===== config.mk =====
export PLATFORM = sky130hd
export DESIGN_NAME = fft_result_reader
export DESIGN_NICKNAME = d
export VERILOG_FILES = /design/src/rtl/fft_result_reader.sv
export SDC_FILE = /design/constraint.sdc
export NUM_CORES = 1
export LEC_CHECK = 0
export BUFFER_PORTS_ARGS = -buffer_cell sky130_fd_sc_hd__buf_2
export CORE_ASPECT_RATIO = 0.7
export CORE_MARGIN = 4
export CORE_UTILIZATION = 49
export DETAILED_ROUTE_END_ITERATION = 8
export PLACE_DENSITY = 0.85
export SLEW_MARGIN = 20
export SYNTH_ARGS = -nofsm -noshare
export SYNTH_HDL_FRONTEND = slang
export SYNTH_SLANG_ARGS = --single-unit

===== constraint.sdc =====
create_clock -name clk_i -period 1.8 [get_ports clk_i]
set_input_delay 0.27 -clock clk_i [delete_from_list [all_inputs] [get_ports clk_i]]
set_output_delay 0.27 -clock clk_i [all_outputs]
set_load 0.01 [all_outputs]

===== src/rtl/fft_result_reader.sv =====
// Unloads N_POINTS results from the FFT result memory (optionally undoing bit-reversed order) onto a valid/ready stream.
// First beat 3 cycles after start; a 2-entry buffer with read credits holds data stable under backpressure at one beat/cycle.
module fft_result_reader #(
  parameter int N_POINTS    = 64,
  parameter int DATA_W      = 32,
  parameter int ADDR_W      = $clog2(N_POINTS),
  parameter bit BIT_REVERSE = 1'b1
) (
  input  logic              clk_i,
  input  logic              rst_i,
  input  logic              start_i,
  output logic              rd_en_o,
  output logic [ADDR_W-1:0] rd_addr_o,
  input  logic [DATA_W-1:0] rd_data_i,
  output logic              m_valid_o,
  input  logic              m_ready_i,
  output logic [DATA_W-1:0] m_data_o,
  output logic [ADDR_W-1:0] m_index_o,
  output logic              m_last_o,
  output logic              busy_o,
  output logic              done_o
);

  typedef enum logic [1:0] {IDLE, READ, DRAIN, DONE} state_t;

  localparam logic [ADDR_W-1:0] LAST_IDX = ADDR_W'(N_POINTS - 1);

  state_t              state_q, state_d;
  logic [ADDR_W-1:0]   k_q, k_d;
  logic                infl_q, infl_d;
  logic [ADDR_W-1:0]   tag_q, tag_d;
  logic [ADDR_W-1:0]   addr_q, addr_d;
  logic [1:0]          occ_q, occ_d;
  logic [DATA_W-1:0]   dat0_q, dat0_d, dat1_q, dat1_d;
  logic [ADDR_W-1:0]   idx0_q, idx0_d, idx1_q, idx1_d;

  logic                pop;
  logic                issue;
  logic [1:0]          occ_mid;

  function automatic logic [ADDR_W-1:0] map_addr(input logic [ADDR_W-1:0] k);
    logic [ADDR_W-1:0] r;
    r = k;
    if (BIT_REVERSE) begin
      for (int i = 0; i < ADDR_W; i++) r[i] = k[ADDR_W-1-i];
    end
    return r;
  endfunction

  always_comb begin
    pop     = (occ_q != 2'd0) && m_ready_i;
    // A read may only be issued if a buffer slot is guaranteed free when its data returns.
    issue   = (state_q == READ) && (((occ_q + {1'b0, infl_q}) < 2'd2) || pop);

    state_d = state_q;
    k_d     = k_q;
    infl_d  = issue;
    tag_d   = issue ? k_q : tag_q;
    addr_d  = issue ? map_addr(k_q) : addr_q;

    dat0_d  = dat0_q;
    dat1_d  = dat1_q;
    idx0_d  = idx0_q;
    idx1_d  = idx1_q;
    occ_mid = occ_q - {1'b0, pop};
    if (pop) begin
      dat0_d = dat1_q;
      idx0_d = idx1_q;
    end
    if (infl_q) begin
      if (occ_mid == 2'd0) begin
        dat0_d = rd_data_i;
        idx0_d = tag_q;
      end else begin
        dat1_d = rd_data_i;
        idx1_d = tag_q;
      end
    end
    occ_d = occ_mid + {1'b0, infl_q};

    case (state_q)
      IDLE: begin
        k_d = '0;
        if (start_i) state_d = READ;
      end
      READ: begin
        if (issue) begin
          k_d = k_q + 1'b1;
          if (k_q == LAST_IDX) state_d = DRAIN;
        end
      end
      DRAIN: begin
        if (!infl_q && ((occ_q == 2'd0) || ((occ_q == 2'd1) && pop))) state_d = DONE;
      end
      default: state_d = IDLE;
    endcase
  end

  always_ff @(posedge clk_i) begin
    if (rst_i) begin
      state_q <= IDLE;
      k_q     <= '0;
      infl_q  <= 1'b0;
      tag_q   <= '0;
      addr_q  <= '0;
      occ_q   <= 2'd0;
      dat0_q  <= '0;
      dat1_q  <= '0;
      idx0_q  <= '0;
      idx1_q  <= '0;
    end else begin
      state_q <= state_d;
      k_q     <= k_d;
      infl_q  <= infl_d;
      tag_q   <= tag_d;
      addr_q  <= addr_d;
      occ_q   <= occ_d;
      dat0_q  <= dat0_d;
      dat1_q  <= dat1_d;
      idx0_q  <= idx0_d;
      idx1_q  <= idx1_d;
    end
  end

  assign rd_en_o   = issue;
  assign rd_addr_o = issue ? map_addr(k_q) : addr_q;
  assign m_valid_o = (occ_q != 2'd0);
  assign m_data_o  = dat0_q;
  assign m_index_o = idx0_q;
  assign m_last_o  = m_valid_o && (idx0_q == LAST_IDX);
  assign busy_o    = (state_q == READ) || (state_q == DRAIN);
  assign done_o    = (state_q == DONE);

endmodule

Word-level counts from Yosys, hierarchy flattened
Index checks and enable logic that the tools add are counted.
{"block": "totals", "regBits": 99, "wordCells": 57, "out_inout_bits": 49, "inputBits": 36}
{"block": "classes", "reduce_logical": 17, "n_mux": 14, "bitwise": 1, "eq_ne": 10, "order_cmp": 1, "n_addsub": 4}
{"operator": "two-way mux 32 bit", "count": 3}
{"operator": "two-way mux 6 bit", "count": 5}
{"operator": "== test 6 bit, second input constant", "count": 2}
{"operator": "one-hot mux 6 bit (2 select lines)", "count": 1}
{"operator": "two-way mux 2 bit", "count": 4}
{"operator": "adder 6 x 1 -> 6 bit, second input constant", "count": 1}
{"operator": "logical NOT 2 bit", "count": 3}
{"operator": "inequality test 2 bit, second input constant", "count": 3}
{"operator": "one-hot mux 2 bit (3 select lines)", "count": 1}
{"operator": "logical AND 1 bit", "count": 5}
{"operator": "adder 2 x 1 -> 2 bit", "count": 2}
{"operator": "== test 2 x 1 -> 1 bit, second input constant", "count": 2}
{"operator": "== test 2 bit, second input constant", "count": 2}
{"operator": "AND reduction 2 bit", "count": 2}
{"operator": "AND reduction 4 bit", "count": 1}
{"operator": "nonzero test 2 bit", "count": 2}
{"operator": "logical OR 1 bit", "count": 3}
{"operator": "< comparator 2 bit, second input constant", "count": 1}
{"operator": "inequality test 2 x 1 -> 1 bit, second input constant", "count": 1}
{"operator": "subtractor 2 x 1 -> 2 bit", "count": 1}
{"operator": "logical NOT 1 bit", "count": 1}
{"operator": "inverter 1 bit", "count": 1}

Longest topological paths before layout
{"block": "logic_depth", "ltp_word": 7, "depth_mapped": 7, "ltp_nobuf": 6}

Worst setup path before layout
OpenSTA, ideal clock, no wires.
{"block": "synth_timing", "kind": "reg2reg", "from": "register state_q[1]", "to": "register state_q[0]", "period_less_slack_ps": 1694, "n_path_buf": 1, "setup_ps": 123, "required_time_ps": 1677, "t_arrival_ps": 1571, "slack_ps": 106, "stages_incl_launch_ff": 8, "cell_sequence": "dfxtp_1 inv_1 ha_1 buf_2 inv_1 o22ai_1 a221oi_2 mux2_1"}
{"block": "synth_between", "elab_chain_cells": 4, "elab_cells_between_ends": 10, "cone_classes": "eq/ne (6); mux (1); reduce/logical (3)"}
{"item": "start: declaration", "line_no": "28", "source": "state_t state_q, state_d;"}
{"item": "start signal: assignment", "line_no": "112", "source": "state_q <= state_d;"}
{"item": "== test 2 x 1 -> 1 bit", "line_no": "53, 81"}
{"item": "logical AND 1 bit", "line_no": "53", "source": "issue = (state_q == READ) && (((occ_q + {1'b0, infl_q}) < 2'd2) || pop);"}
{"item": "inequality test 2 bit (no source line)"}
{"item": "AND reduction 4 bit (no source line)"}
Several ways; a longest one is shown, not always the timed one.
A chain may end at the register's enable or synchronous reset.

Worst setup path in the final report
{"block": "layout_timing", "from": "register infl_q", "to": "output rd_addr_o[2]"}
{"block": "layout_between", "elab_chain_cells": 5}
{"item": "start: declaration", "line_no": "30", "source": "logic infl_q, infl_d;"}
{"item": "start signal: assignment", "line_no": "114", "source": "infl_q <= infl_d;"}
{"item": "adder 2 x 1 -> 2 bit", "line_no": "53"}
{"item": "< comparator 2 bit", "line_no": "53"}
{"item": "logical OR 1 bit", "line_no": "53"}
{"item": "logical AND 1 bit", "line_no": "53"}
{"item": "two-way mux 6 bit", "line_no": "126", "source": "assign rd_addr_o = issue ? map_addr(k_q) : addr_q;"}
{"item": "end: declaration", "line_no": "13", "source": "output logic [ADDR_W-1:0] rd_addr_o,"}
No other way between the ends.

==> results.json <==
{
  "status": "finished with violations",
  "violations": "negative setup slack",
  "r2r_slack_ns": 0.08,
  "hpwl_um": 6490,
  "peakVddDrop_mv": 0.719,
  "multi_input_area_um2": 2070,
  "relSlewSlack_pct": 65.2,
  "synth-edff-count": 0,
  "cts_buffer_depth": 2,
  "initial_core_util_pct": 50.2,
  "die_area_um2": 10200,
  "ant_nets": 0,
  "path_clk_slew_ns": 0.07,
  "grt_pass1_wl_um": 16400,
  "seq_area_um2": 2000,
  "wl_per_cell_um": 15.6,
  "netSwitchingPower_mw": 1.87,
  "numPortBuffers": 84,
  "ys.flop_type": "dfxtp_1",
  "firstDrtPassIters": 4,
  "rsz0062_at_grt": "true",
  "clockRootBuffer": "clkbuf_16",
  "placed_cells": 633,
  "cellPowerDensity_nw_per_um2": 1190,
  "io_pins": 85,
  "grt_pass1_vias": 3457,
  "cp-end-kind": "output pin",
  "viasPerCell": 5.49,
  "cp_max_fo": 7,
  "synth_area_per_cell_um2": 9.08,
  "cp_slowest_cell": "dfxtp_4",
  "cts_tree": "built",
  "p_seq_share_pct": 41.3,
  "path_class": "reg2out",
  "wl_um": 10300,
  "arrival_ns": 1.64,
  "drive_above_1_share_pct": 27.2,
  "cts-buffers-inserted": 9,
  "drc": 0,
  "hold_path_class": "in2reg",
  "synth_nets": 508,
  "place_congestion": 0.890,
  "slew_violations": 0,
  "die_w_um": 119,
  "p_int_mw": 4.41,
  "synthArstFlopShare_pct": 0,
  "fp.coreArea_um2": 8410,
  "clk_latency_ns": 0.34,
  "postSynthCellCount": 465,
  "hold_violations": 0,
  "crit_path_start_kind": "flip-flop",
  "grt_max_degree": 77,
  "cts.sinks": 99,
  "timing.final.ws_setup_ns": -0.108,
  "final-setup-viol-count": 6,
  "pwr-share-comb_pct": 26.4,
  "fin_cells": 660,
  "cp.required_ns": 1.53,
  "grt_antenna_before_repair": 0,
  "finalCritPeriodShare_pct": 106,
  "nets": 594,
  "ys_warn_count": 0,
  "yosysSeqAreaShare_pct": 46.9,
  "max_stage_delay_ns": 0.36,
  "maxCapViolCount": 0,
  "die_y_um": 85.7,
  "drtIter0Drc": 224,
  "fillers": 699,
  "netlist_area_um2": 4220,
  "ys_types": 45,
  "tightestPinTransition_ns": 0.523,
  "insertedDiodeCount": 0,
  "ys_ff_latch": 99,
  "track_usage_pct": 19.6,
  "total_power_mw": 6.28,
  "power_frac_clock_pct": 32.4,
  "syn2layout_area_growth_pct": 24.7,
  "timing.fmax_mhz": 524,
  "gr-total-overflow": 0,
  "p_sw_share_pct": 29.8,
  "holdBufCountCts": 0,
  "finClkSkew_ns": 0.00790,
  "period_minus_slack_ns": 1.91,
  "cp_cell_sequence": "and2_4 -> o211ai_4 -> buf_12 -> mux2_4 -> buf_6",
  "p_leak_nw": 2.44,
  "h-tree-depth": 3,
  "num_rows": 28,
  "via_count": 3624
}
## per-layer routing
layer | GRT usage (%) | share of wire [%] | wire length (um)
met1 | 24.7 | 45 | 4630
met2 | 32.2 | 47 | 4840
met3 | 8.24 | 7.6 | 788
met4 | 3.26 | 0.50 | 52
met5 | 0 | 0 | 0
## sequential cells by signal, summed over array words and instances (netlist names)
signal     flops
idx1_q         6
m_index_o      6
infl_q         1
m_data_o      32
dat1_q        32
occ_q          2
state_q        2
k_q            6
tag_q          6
addr_q         6
## power by group through the flow
| stage | Sequential (mW) | Combinational (mW) | Clock, mW |
|---|---|---|---|
| finish | 2.59 | 1.66 | 2.03 |
| global route | 2.61 | 1.79 | 2.18 |
| CTS | 2.58 | 1.54 | 2.09 |
| detailed placement | 2.62 | 1.41 | 0 |
| global placement | 2.61 | 1.35 | 0 |
| floorplan | 2.68 | 0.864 | 0 |
## synth_stat cells (all sizes together) (2+ instances only)
| cell type | instances | area, um^2 |
|---|---|---|
| a311oi | 2 | 17.5 |
| nor2b | 8 | 50.1 |
| nor3 | 2 | 10.0 |
| a211oi | 40 | 300 |
| and2 | 2 | 12.5 |
| dfxtp | 99 | 1980 |
| a21o | 2 | 15.0 |
| nand3b | 3 | 22.5 |
| mux2i | 45 | 450 |
| buf | 19 | 150 |
| nand2b | 5 | 31.3 |
| mux2 | 8 | 93.8 |
| ha | 7 | 87.6 |
| a31oi | 2 | 12.5 |
| inv | 8 | 30.0 |
| o21ai | 4 | 20.0 |
| nor2 | 50 | 188 |
| nand2 | 81 | 312 |
| a21oi | 42 | 210 |
| o211ai | 2 | 28.8 |
| nand3 | 4 | 20.0 |
| clkbuf | 16 | 60.1 |
## worst max-delay path: cells and delay by family, from the launching register on
family / cells / cell delay (ns)
AO/OA/AOI/OAI: 1 / 0.17
multiplexers: 1 / 0.32
AND/OR/NAND/NOR: 1 / 0.17
buffers and inverters: 2 / 0.28
flip-flops: 1 / 0.36
## cells in the final DEF (no fill, tap or decap), types with 2 or more instances in the layout
master | Yosys | final
a211oi_1 | 40 | 39
a21o_1 | 2 | 2
a21oi_1 | 42 | 42
a311oi_1 | 2 | 2
a31oi_1 | 2 | 2
buf_12 | 2 | 5
buf_2 | 10 | 77
buf_4 | 2 | 21
buf_6 | 2 | 7
bufinv_16 | 0 | 2
clkbuf_16 | 0 | 9
dfxtp_1 | 99 | 92
dfxtp_2 | 0 | 4
dfxtp_4 | 0 | 3
ha_1 | 7 | 6
inv_1 | 8 | 6
inv_2 | 0 | 2
inv_6 | 0 | 2
mux2_4 | 1 | 6
mux2i_1 | 45 | 45
nand2_1 | 80 | 80
nand2b_1 | 5 | 4
nand3_1 | 4 | 4
nand3b_1 | 3 | 3
nor2_1 | 50 | 50
nor2b_1 | 8 | 8
nor3_1 | 2 | 2
o21ai_0 | 4 | 3
## stage by stage
| stage | utilization, % | hold slack [ns] | instance area [um^2] | worst slack [ns] | setup TNS (ns) |
|---|---|---|---|---|---|
| floorplan | - | 0.406 | 4220 | 0.106 | 0 |
| global placement | 56.2 | 0.441 | 4720 | 0.0870 | 0 |
| detailed placement | 56.2 | 0.446 | 4720 | 0.00171 | 0 |
| CTS | 61.9 | 0.161 | 5200 | -0.104 | -0.618 |
| global route | 62.6 | 0.165 | 5260 | -0.146 | -0.830 |
| finish | 62.6 | 0.173 | 5260 | -0.108 | -0.619 |
## cell type report
class | instances | area share (%)
multi-input combinational | 323 | 39.3
sequential | 99 | 38.0
clock inverter | 5 | 1.64
tap | 105 | 2.50
timing repair buffer | 110 | 13.7
clock buffer | 10 | 4.35
inverter | 8 | 0.571
## cell families after synthesis
group | synth area share (%)
AND/OR/NAND/NOR | 16.4
XOR/XNOR | 0.208
buffers and inverters | 5.69
flip-flops | 46.9
adder cells (fa/ha/maj) | 2.07
multiplexers | 12.9
AO/OA/AOI/OAI | 15.8
## final timing paths
| kind | startpoint | endpoint | cells after the start |
|---|---|---|---|
| worst max-delay path | infl_q$_SDFF_PP0_ | rd_addr_o[2] | 5 |
| worst min-delay path | rd_data_i[28] | dat1_q[28]$_SDFFE_PP0P_ | 3 |
| worst max register to register | k_q[0]$_SDFFE_PP0P_ | state_q[0]$_SDFFE_PP0P_ | 5 |
| worst min register to register | dat1_q[29]$_SDFFE_PP0P_ | dat1_q[29]$_SDFFE_PP0P_ | 2 |
## timing repair
action	in CTS	in global routing
gates cloned	0	0
pin swaps	3	4
endpoints found under the setup margin	8	8
resized for setup	22	8
buffers inserted	7	6
Note: power is estimated with default switching activity, not from simulation.
